===== src/rtl/sample_pkg.sv =====
// Shared definitions for the sample-clock generator / meter pair.
package sample_pkg;

    // Phase-accumulator width, common to generator and meter.
    localparam int ACC_W = 32;

    // Measurement controller states.
    typedef enum logic [1:0] {
        IDLE = 2'd0,
        GATE = 2'd1,
        DONE = 2'd2
    } state_e;

endpackage


===== src/rtl/sync_edge_det.sv =====
// Two-flop synchronizer for an asynchronous clock input followed by a delay
// flop, producing a one-cycle strobe on each synchronized rising edge.
module sync_edge_det (
    input  logic clk_in,
    input  logic RST_n,
    input  logic d_in,
    output logic rise
);

    logic s1_q, s2_q, s3_q;
    logic s1_d, s2_d, s3_d;

    // Shift the asynchronous input through the synchronizer and delay stage.
    always_comb begin
        s1_d = d_in;
        s2_d = s1_q;
        s3_d = s2_q;
    end

    // Synchronizer and delay flops; they run in every controller state.
    always_ff @(posedge clk_in or negedge RST_n) begin
        if (!RST_n) begin
            s1_q <= 1'b0;
            s2_q <= 1'b0;
            s3_q <= 1'b0;
        end else begin
            s1_q <= s1_d;
            s2_q <= s2_d;
            s3_q <= s3_d;
        end
    end

    // Rising-edge strobe from the synchronized level and its delayed copy.
    always_comb begin
        rise = s2_q & ~s3_q;
    end

endmodule


===== src/rtl/sample_fre_meter.sv =====
// Sample-rate meter: counts rising edges of clk_sample_in over a gate of
// 2^GATE_LOG2 clk_in cycles and scales the count into a 32-bit
// phase-accumulator control word (edge_cnt << (32 - GATE_LOG2)).
//
// GATE_LOG2 must lie in 2..31.
//
// state | meaning
// ------+--------------------------------------------------------------
// IDLE  | waiting for start; counters hold
// GATE  | gate open: gate_cnt counts cycles, edge_cnt counts edges
// DONE  | one cycle: load result, pulse valid, re-arm if cont
module sample_fre_meter
    import sample_pkg::*;
#(
    parameter int GATE_LOG2 = 16
) (
    input  logic             clk_in,
    input  logic             RST_n,
    input  logic             start,
    input  logic             cont,
    input  logic             clk_sample_in,
    output logic [ACC_W-1:0] sample_fre,
    output logic             sample_valid,
    output logic             busy
);

    localparam int                   PAD_W     = ACC_W - GATE_LOG2;
    localparam logic [GATE_LOG2-1:0] GATE_LAST = '1;

    state_e                 state_q, state_d;
    logic [GATE_LOG2-1:0]   gate_cnt_q, gate_cnt_d;
    logic [GATE_LOG2-1:0]   edge_cnt_q, edge_cnt_d;
    logic [ACC_W-1:0]       sample_fre_q, sample_fre_d;
    logic                   sample_valid_q, sample_valid_d;
    logic                   rise;

    sync_edge_det u_sync (
        .clk_in (clk_in),
        .RST_n  (RST_n),
        .d_in   (clk_sample_in),
        .rise   (rise)
    );

    // State register and datapath flops; reset discards any result in flight.
    always_ff @(posedge clk_in or negedge RST_n) begin
        if (!RST_n) begin
            state_q        <= IDLE;
            gate_cnt_q     <= '0;
            edge_cnt_q     <= '0;
            sample_fre_q   <= '0;
            sample_valid_q <= 1'b0;
        end else begin
            state_q        <= state_d;
            gate_cnt_q     <= gate_cnt_d;
            edge_cnt_q     <= edge_cnt_d;
            sample_fre_q   <= sample_fre_d;
            sample_valid_q <= sample_valid_d;
        end
    end

    // Next-state logic; start is only honoured from IDLE, so it never queues.
    always_comb begin
        state_d = state_q;
        case (state_q)
            IDLE: if (start) state_d = GATE;
            GATE: if (gate_cnt_q == GATE_LAST) state_d = DONE;
            DONE: state_d = cont ? GATE : IDLE;
            default: state_d = IDLE;
        endcase
    end

    // Counter next values; the last gate cycle's edge lands in edge_cnt_q
    // before DONE reads it.
    always_comb begin
        gate_cnt_d = gate_cnt_q;
        edge_cnt_d = edge_cnt_q;
        case (state_q)
            IDLE: begin
                if (start) begin
                    gate_cnt_d = '0;
                    edge_cnt_d = '0;
                end
            end
            GATE: begin
                gate_cnt_d = gate_cnt_q + 1'b1;
                edge_cnt_d = edge_cnt_q + rise;
            end
            DONE: begin
                if (cont) begin
                    gate_cnt_d = '0;
                    edge_cnt_d = '0;
                end
            end
            default: begin
                gate_cnt_d = '0;
                edge_cnt_d = '0;
            end
        endcase
    end

    // Output logic: result and valid pulse are loaded during DONE.
    always_comb begin
        sample_fre_d   = sample_fre_q;
        sample_valid_d = 1'b0;
        busy           = (state_q != IDLE);
        if (state_q == DONE) begin
            sample_fre_d   = {edge_cnt_q, {PAD_W{1'b0}}};
            sample_valid_d = 1'b1;
        end
    end

    assign sample_fre   = sample_fre_q;
    assign sample_valid = sample_valid_q;

endmodule

===== config.mk =====
export PLATFORM = sky130hd
export DESIGN_NAME = sample_fre_meter
export DESIGN_NICKNAME = d
export VERILOG_FILES = /design/src/rtl/sample_pkg.sv /design/src/rtl/sync_edge_det.sv /design/src/rtl/sample_fre_meter.sv
export SDC_FILE = /design/constraint.sdc
export NUM_CORES = 1
export LEC_CHECK = 0
export ABC_CLOCK_PERIOD_IN_PS = 4400
export BUFFER_PORTS_ARGS = -buffer_cell sky130_fd_sc_hd__buf_2
export CORE_MARGIN = 10
export CORE_UTILIZATION = 45
export DETAILED_ROUTE_END_ITERATION = 8
export GPL_TIMING_DRIVEN = 1
export PLACE_DENSITY = 0.65
export SYNTH_ARGS = -nofsm -noshare
export SYNTH_HDL_FRONTEND = slang
export SYNTH_SLANG_ARGS = --single-unit

===== constraint.sdc =====
create_clock -name clk_in -period 4.4 [get_ports clk_in]
set_input_delay 0.44 -clock clk_in [delete_from_list [all_inputs] [get_ports clk_in]]
set_output_delay 0.44 -clock clk_in [all_outputs]
set_load 0.05 [all_outputs]

==> flow_summary.toml, run 1 <==
[pwr]
p_leak_nw = 1.34
power_w = 0.00108
ir_worst_vdd_mv = 0.207
p_per_area_nw_per_um2 = 386

[yosys]
postSynth.asyncResetShare = 1.00
ys_types = 39
ys_seq_area_frac = 0.519
synth.avg_cell_area_um2 = 9.47
ys.flop_type = "dfrtp_1"
syn_inst = 275
syn_area_um2 = 2600
ys_seq_elements = 54
yosys_warnings = 0
synth-edff-count = 0

[worst_setup_path]
cp.depth = 4
worst_setup_path_start_kind = "flop"
required_ns = 4.58
max_stage_delay_ns = 0.69
critPathKind = "flop to flop"
r2r_cells = 4
r2r_end = "state_q[0]"
crit_arrival_ns = 2.33
path_buf_inv = 1
crit_slowest_cell = "dfrtp_1"
r2r_start = "state_q[0]"
worstPathMaxFanout = 19
path_delay_family = "simple AND/OR/NAND/NOR gates"
regToRegSetupSlack_ns = 2.25
path_cells = "nand2b_1 > inv_1 > nand2_1 > o21ai_0"
endpoint_kind = "flop"

[clock_network]
clkTransAtPathRegs_ns = 0.09
hold_buffers = 0
clk_path_buf_depth = 2
cts_root_buf = "clkbuf_8"
numCtsBuffers = 5
cts_resized = 0
cts_sinks = 54
cts_tree = "yes"
clk_latency_ns = 0.30
post_cts_buffers = 0
h-tree-depth = 2

[global_route]
grt-ovfl-total = 0
grt_pass1_vias = 1913
antenna_found_initial = 0
grt_pass1_wl_um = 9030
grt.total_usage = 0.121
grt_start_max_net_pins = 55

[sta]
finalSetupTns_ns = 0
slew-limit-headroom = 0.459
setup_viol = 0
report.final.slew_viol_count = 0
fin_crit_sh = 0.489
hold_violations = 0
period_minus_slack_ns = 2.15
fmax_mhz = 465
max_slew.worst_pin.slew_ns = 0.809
clock_skew_ns = 0.00787
rsz0062_at_grt = "no"

[placement]
gp_routability_congestion = 0.803
dp_cells = 357
placed_area_um2 = 2690
hpwl_um = 3540
io_buffers = 22

[min_path]
hp-start = "clk_sample_in"
holdPathStages = 1
min_path_type = "input port to flop"
whs_endpoint = "u_sync.s1_q"

[drt]
drtPass1Iterations = 4
vias = 1952
drtAntennaViolNets = 0
drc = 0
via_per_inst = 5.35
routedWlPerCell_um = 14.2
drt-total-wl_um = 5200
dr.first_iter.drc_count = 108

[floorplanning]
die_area_um2 = 9230
start_util = 0.467
die_y_um = 96.1
rows = 27
die_width_um = 96.1
io_pins = 39
core_area_um2 = 5570

[cells_and_area]
drive_gt1_frac = 0.126
fin_nets = 300
fin_cells = 365
n_fill_cell = 540
antenna_cells = 0
stdcell_area_um2 = 2780
area_growth_pct = 6.87

[outcome]
outcome = "finished, final reports clean"

[job]
drv_cap = 0
cell families after synthesis:
| logic type | share of synthesized area |
|---|---|
| flops | 0.519 |
| xor+xnor | 0.0202 |
| fa+ha+maj | 0.0144 |
| mux | 0.00576 |
| buf+inv | 0.0735 |
| compound gates | 0.159 |
| other cells | 0.00144 |
| simple gates | 0.207 |
placed cells by master, fill, tap and decap left out, drive strengths merged, types with 2 or more instances in the layout:
master   instances
or3             11
o31ai            3
nand2b           2
xor2             6
nor2b            2
ha               3
a22o             2
buf             23
nand4            6
and3             4
a31oi            2
conb            16
a21o             2
dfrtp           54
o2111ai          4
or4              2
a21oi           16
o21ai           33
nand3            6
clkbuf           7
nor2            12
o211ai           3
and4             5
and2             4
nand2           55
inv              4
sequential cells by signal (all words and copies together) (netlist names):
signal,flops
edge_cnt_q,16
gate_cnt_q,16
sample_fre,16
u_sync.s2_q,1
sample_valid,1
u_sync.s3_q,1
state_q,2
u_sync.s1_q,1
power by group:
group | internal (W) | switching [W]
clock network | 0.000127 | 0.000156
logic | 0.0000546 | 0.000100
registers | 0.000560 | 0.0000766
synth_stat cells, types with 3 or more instances:
cell,count,area (µm²)
buf_2,6,30.0
buf_4,17,128
o2111ai_1,4,35.0
clkbuf_1,3,11.3
ha_1,3,37.5
and3_1,4,25.0
nand3_1,6,30.0
and4_1,4,35.0
inv_1,4,15.0
a21oi_1,16,80.1
o21ai_0,31,155
nand4_1,6,37.5
or3_1,11,68.8
dfrtp_1,54,1350
o31ai_1,3,22.5
nor2_1,10,37.5
nand2_1,55,206
xor2_1,6,52.6
and2_1,3,18.8
area by class of cell:
cell class | instances | area [µm²] | share of cell area
Clock buffer | 7 | 86.3 | 0.0310
Timing Repair Buffer | 23 | 118 | 0.0422
Sequential cell | 54 | 1350 | 0.485
Inverter | 4 | 15.0 | 0.00539
Tap cell | 72 | 90.1 | 0.0324
Multi-Input combinational cell | 204 | 1120 | 0.402
Clock inverter | 1 | 5.00 | 0.00180
per-stage QoR:
step	hold slack, ns	setup slack [ns]	util
after floorplan	0.144	2.66	-
after global placement	0.333	2.26	0.483
after detailed placement	0.341	2.15	0.483
after CTS	0.230	2.14	0.499
after global routing	0.228	1.89	0.499
final	0.240	2.25	0.499
per-layer routing:
layer | up-vias | global-route usage | wire length, µm
met5 | - | 0 | 0
met4 | 0 | 0.0381 | 48
met3 | 4 | 0.0327 | 408
met2 | 46 | 0.192 | 2380
met1 | 937 | 0.156 | 2360
li1 | 965 | - | -
how the worst max path moves through the flow:
| stage | from | endpoint | slack [ns] |
|---|---|---|---|
| 6_report | state_q[0] | state_q[0] | 2.25 |
| 5_1_grt | state_q[0] | state_q[0] | 1.89 |
| 3_3_place_gp | state_q[0] | state_q[0] | 2.26 |
| 2_1_floorplan | u_sync.s3_q | edge_cnt_q[15] | 2.66 |
| 3_5_place_dp | state_q[0] | state_q[0] | 2.15 |
| 4_1_cts | state_q[0] | state_q[0] | 2.14 |
Power figures use the tool's default switching activity.
==> run 2, diff against run 1 <==
ABC_AREA = 1   (was unset)
ABC_CLOCK_PERIOD_IN_PS = 2150   (was 4400)
PLACE_DENSITY = unset   (was 0.65)
clock period = 2.15 ns   (was 4.4 ns; I/O delays follow)
==> run 2 against run 1 <==
Total power rose to 2.6 times the previous value. Maximum frequency rose by 43%. Worst setup slack got worse by 1.6 ns. Critical endpoint is now edge_cnt_q[4].
==> flow_summary.toml, run 2 <==
[cells_and_area]
stdcell_area_um2 = 3200
layout_commonest_cell = "nand2_1"
multi_input_area_um2 = 1300
seq_area_um2 = 1350
drive_gt1_frac = 0.119
layout_common_cells = "nand2_1 (118), dfrtp_1 (54), inv_1 (42), nand3_1 (36), nor2_1 (27)"
fin_nets = 418
post-route-util = 0.504
area_growth_pct = 9.28
antenna_cells = 0
n_fill_cell = 631
fin_cells = 488

[clock_network]
clkTransAtPathRegs_ns = 0.11
clk_path_buf_depth = 2
h-tree-depth = 2
cts_tree = "yes"
cts_sinks = 54
numCtsBuffers = 5
cts_resized = 0
cts_root_buf = "clkbuf_8"
clk_latency_ns = 0.31

[yosys]
synth_top_cell_area_share = 0.462
synth.avg_cell_area_um2 = 7.62
synthTopCellsByCount = "nand2_1 (118), dfrtp_1 (54), inv_1 (42), nand3_1 (36), nor2_1 (27)"
synth_top_area_cell = "dfrtp_1"
synth-edff-count = 0
syn_inst = 384
ys_types = 29
syn_area_um2 = 2930
ys.flop_type = "dfrtp_1"
ys_seq_area_frac = 0.462
yosys_warnings = 0
synth_most_common_cell = "nand2_1"
synth.top_cells.by_area = "dfrtp_1 (46%), nand2_1 (15%), nand3_1 (6.2%)"
postSynth.asyncResetShare = 1.00
ys_seq_elements = 54

[worst_setup_path]
crit_arrival_ns = 1.72
max_stage_delay_ns = 0.35
path_cells = "inv_1 > nor2_1 > ha_1 > nand2_1 > nor2_2 > nand2_1 > a21oi_1 > a21oi_1"
endpoint_kind = "flop"
r2r_cells = 8
crit_slowest_cell = "dfrtp_1"
worstPathMaxFanout = 5
regToRegSetupSlack_ns = 0.64
critPathKind = "flop to flop"
r2r_end = "edge_cnt_q[4]"
required_ns = 2.36
crit_path_start = "u_sync.s2_q"
r2r_start = "u_sync.s2_q"
worst_setup_path_start_kind = "flop"

[floorplanning]
die_width_um = 101
rows = 29
core_area_um2 = 6350
io_pins = 39
die_area_um2 = 10100
die_y_um = 101
start_util = 0.461

[sta]
period_minus_slack_ns = 1.51
max_slew.worst_pin.slew_ns = 0.590
clock_skew_ns = 0.0109
report.final.slew_viol_count = 0
fin_crit_sh = 0.701
setup_viol = 0
finalSetupTns_ns = 0
setup_ws_ns = 0.642
fmax_mhz = 663
hold_violations = 0
rsz0062_at_grt = "no"
slew-limit-headroom = 0.606

[global_route]
antenna_found_initial = 0
grt.total_usage = 0.133
grt_start_max_net_pins = 34
grt_pass1_vias = 2306
grt_pass1_wl_um = 11100
grt-ovfl-total = 0

[pwr]
p_leak_nw = 1.55
ir_worst_vdd_mv = 0.392
swShare = 0.370
seqPwrFrac = 0.501
p_switching_w = 0.00102
p_per_area_nw_per_um2 = 866
intPower_w = 0.00174
clockPowerShare = 0.256
pwr-share-comb = 0.243

[placement]
placed_area_um2 = 3060
hpwl_um = 4830
dp_cells = 478
gp_routability_congestion = 0.850
io_buffers = 22
dp_worst_setup_slack_ns = 0.661

[drt]
vias = 2425
drc = 0
drt-met1-wl_um = 3070
wl_met2_um = 2770
drtAntennaViolNets = 0
wl_met3_um = 498
drt-total-wl_um = 6460
via_per_inst = 4.97
routedWlPerCell_um = 13.2
drtPass1Iterations = 4
highest_layer = "met4"
dr.first_iter.drc_count = 179

[outcome]
outcome = "finished, final reports clean"

[min_path]
whs_endpoint = "state_q[0]"
min_path_type = "input port to flop"
hp-start = "cont"
holdPathStages = 5

[job]
drv_cap = 0
-- run 2: cell types whose count changed in the layout (fill, tap and decap cells not counted), moves of 5 or more --
cell,delta
a21oi_1,-14
inv_1,+38
nand2_1,+63
nand3_1,+30
nand4_1,+5
nor2_1,+17
o21ai_0,-9
o21ai_1,+12
or3_1,-11
-- run 2: what timing repair did --
action | CTS | global route
hold buffers | 2 | 0
endpoints found under the hold margin | 26 | 0
setup buffers | 0 | 0
-- run 2: power by group through the flow --
| stage | Combinational, W | Clock [W] | Sequential [W] |
|---|---|---|---|
| 6_report | 0.000673 | 0.000709 | 0.00139 |
| 5_1_grt | 0.000776 | 0.000778 | 0.00142 |
| 4_1_cts | 0.000681 | 0.000740 | 0.00138 |
| 3_5_place_dp | 0.000674 | 0 | 0.00140 |
| 3_3_place_gp | 0.000667 | 0 | 0.00140 |
| 2_1_floorplan | 0.000477 | 0 | 0.00142 |
-- run 2: how the worst max path moves through the flow --
stage / endpoint / depth (start not counted)
floorplan: edge_cnt_q[13] / 7
global placement: edge_cnt_q[4] / 8
detailed placement: edge_cnt_q[4] / 8
CTS: edge_cnt_q[4] / 8
global route: edge_cnt_q[8] / 8
finish: edge_cnt_q[4] / 8
-- run 2: stage by stage --
step	hold WS [ns]	total power (W)
6_report	0.234	0.00277
5_1_grt	0.238	0.00297
4_1_cts	0.233	0.00281
3_5_place_dp	0.256	0.00208
3_3_place_gp	0.258	0.00207
2_1_floorplan	-0.0806	0.00189
-- run 2: cells by family after synthesis --
family,Yosys count,share of synthesized area
AOI/OAI and AO/OA,46,0.0881
xor gates and xnor gates,6,0.0180
DFF,54,0.462
adders and majority gates,3,0.0128
other,1,0.00128
and+or+nand+nor,206,0.304
buffers and inverters,68,0.115
-- run 2: critical path: cells and delay by family (launching register included) --
kind / cells / cell delay [ns]
DFF: 1 / 0.35
and+or+nand+nor: 4 / 0.61
buffers and inverters: 1 / 0.04
adders and majority gates: 1 / 0.22
AOI/OAI and AO/OA: 2 / 0.18
-- run 2: layer usage --
metal / track usage / vias to the layer above
met2: 0.196 / 66
met4: 0.0500 / 0
met5: 0 / -
met1: 0.178 / 1101
li1: - / 1245
met3: 0.0384 / 13
-- run 2: area by class of cell --
| class | count | area share |
|---|---|---|
| multi-input combinational | 277 | 0.405 |
| clock buffer | 5 | 0.0215 |
| tap | 77 | 0.0301 |
| clock inverter | 3 | 0.0149 |
| timing repair buffer | 28 | 0.0540 |
| inverter | 44 | 0.0516 |
| sequential | 54 | 0.423 |
==> run 3, diff against run 2 <==
ABC_CLOCK_PERIOD_IN_PS = 1350   (was 2150)
PLACE_DENSITY = 0.67   (was unset)
clock period = 1.35 ns   (was 2.15 ns; I/O delays follow)
==> run 3 against run 2 <==
Hold slack worse by 0.082 ns. Die area stayed put. Critical path depth is 3 lower. Clock power is 34% higher. Clock skew is 0.0028 ns lower. Combinational power is 89% higher. Total power is 62% higher. Core utilization is 3.0 points higher. Sequential share of layout area is 2.2 points lower. Count of clock-buffer cells in the layout stayed put. First-iteration DRC count is 2.8% lower. Critical endpoint is now state_q[1]. Largest power group unchanged.
==> flow_summary.toml, run 3 (synthesis results as in run 2) <==
[min_path]
holdPathStages = 5
min_path_type = "input port to flop"
hp-start = "start"
whs_endpoint = "state_q[0]"

[drt]
dr.first_iter.drc_count = 174
drtAntennaViolNets = 0
via_per_inst = 5.09
vias = 2541
routedWlPerCell_um = 13.3
drtPass1Iterations = 5
drc = 0
drt-total-wl_um = 6640

[cells_and_area]
fin_nets = 429
layout_commonest_cell = "nand2_1"
n_fill_cell = 594
drive_gt1_frac = 0.201
area_growth_pct = 15.8
post-route-util = 0.534
seq_area_um2 = 1360
layout_common_cells = "nand2_1 (114), dfrtp_1 (50), inv_1 (39), nand3_1 (35)"
multi_input_area_um2 = 1400
antenna_cells = 0

[worst_setup_path]
max_stage_delay_ns = 0.37
r2r_cells = 5
r2r_end = "state_q[1]"
r2r_start = "gate_cnt_q[0]"
critPathKind = "flop to flop"
path_cells = "ha_2 > nand3_4 > nor2_4 > nand3b_1 > nor3_1"
endpoint_kind = "flop"
crit_slowest_cell = "dfrtp_1"
crit_arrival_ns = 1.49
regToRegSetupSlack_ns = 0.06
worstPathMaxFanout = 3
required_ns = 1.55
worst_setup_path_start_kind = "flop"

[pwr]
ir_worst_vdd_mv = 0.649
p_per_area_nw_per_um2 = 1320
p_leak_nw = 1.62

[floorplanning]
die_y_um = 101
die_width_um = 101
die_area_um2 = 10100
core_area_um2 = 6350
rows = 29
io_pins = 39
start_util = 0.461

[clock_network]
clk_path_buf_depth = 2
cts_sinks = 54
clk_latency_ns = 0.32
cts_tree = "yes"
clkTransAtPathRegs_ns = 0.10
h-tree-depth = 2
numCtsBuffers = 5
cts_root_buf = "clkbuf_8"

[global_route]
grt_pass1_wl_um = 11100
grt-ovfl-total = 0
grt.total_usage = 0.131
grt_pass1_vias = 2353
grt_start_max_net_pins = 55
antenna_found_initial = 0

[sta]
fmax_mhz = 775
rsz0062_at_grt = "yes"
clock_skew_ns = 0.00809
period_minus_slack_ns = 1.29
report.final.slew_viol_count = 0
setup_viol = 0
setup_ws_ns = 0.0601
whs_ns = 0.152
hold_violations = 0
fin_crit_sh = 0.955

[job]
drv_cap = 0

[placement]
gp_routability_congestion = 0.883
hpwl_um = 4790
io_buffers = 22
dp_worst_setup_slack_ns = -0.0713

[outcome]
outcome = "finished, final reports clean"
==> run 3: changes by cell type in the layout (fill, tap and decap cells not counted), moves of 3 or more <==
cell     previous run  this run
nand2_2             4         7
buf_4               3        13
nor2_1             27        20
inv_1              42        39
nor2_4              1         4
dfrtp_2             0         4
nor2_2              5         9
nand2_1           118       114
ha_1                3         0
dfrtp_1            54        50
==> run 3: worst max-delay path, delay by kind of cell, from the launching register on <==
kind / cells / cell delay (ns)
fa+ha+maj: 1 / 0.22
flops: 1 / 0.37
simple gates: 4 / 0.59
==> run 3: repair_timing <==
item                                    CTS  global route
hold endpoints to repair                 55             0
pin swaps                                 0             8
setup buffers                             0             2
gates cloned                              0             0
gates resized for setup                   7            29
hold buffers                              2             0
endpoints found under the setup margin    9            23
==> run 3: area by class of cell <==
type | instances | share of cell area
sequential | 54 | 0.400
multi-input combinational | 277 | 0.414
clock buffer | 5 | 0.0203
tap | 77 | 0.0284
clock inverter | 3 | 0.00775
timing repair buffer | 39 | 0.0798
inverter | 44 | 0.0495
==> run 3: power breakdown <==
part	internal (W)	leakage [nW]	switching [W]	total, W
combinational	0.000460	0.907	0.000812	0.00127
clock	0.000376	0.0483	0.000575	0.000951
sequential	0.00189	0.665	0.000360	0.00225
total	0.00272	1.62	0.00175	0.00447
==> run 3: worst max path at each step <==
stage                        startpoint        endpoint  cells past startpoint
after floorplan             u_sync.s3_q  edge_cnt_q[13]                      7
after global placement      u_sync.s2_q  edge_cnt_q[15]                      9
after detailed placement    u_sync.s2_q  edge_cnt_q[13]                      8
after CTS                   u_sync.s3_q   edge_cnt_q[8]                      8
after global routing      gate_cnt_q[0]      state_q[1]                      5
final                     gate_cnt_q[0]      state_q[1]                      5
==> run 3: metal layers <==
layer  wire length [µm]  GRT usage  up-vias  share of wire
met3                528     0.0316       13          0.079
li1                   -          -     1266              -
met5                  0          0        -              0
met2               2880      0.196       81           0.43
met4                 95     0.0380        0          0.014
met1               3140      0.181     1181           0.47
==> run 3: metrics by stage <==
step	setup TNS [ns]	std cells	instance area, µm²	total power, W
finish	0	499	3390	0.00447
global route	-0.122	499	3390	0.00477
CTS	0	497	3280	0.00438
detailed placement	-0.301	487	3140	0.00340
global placement	-0.0123	487	3140	0.00336
floorplan	0	399	2980	0.00302
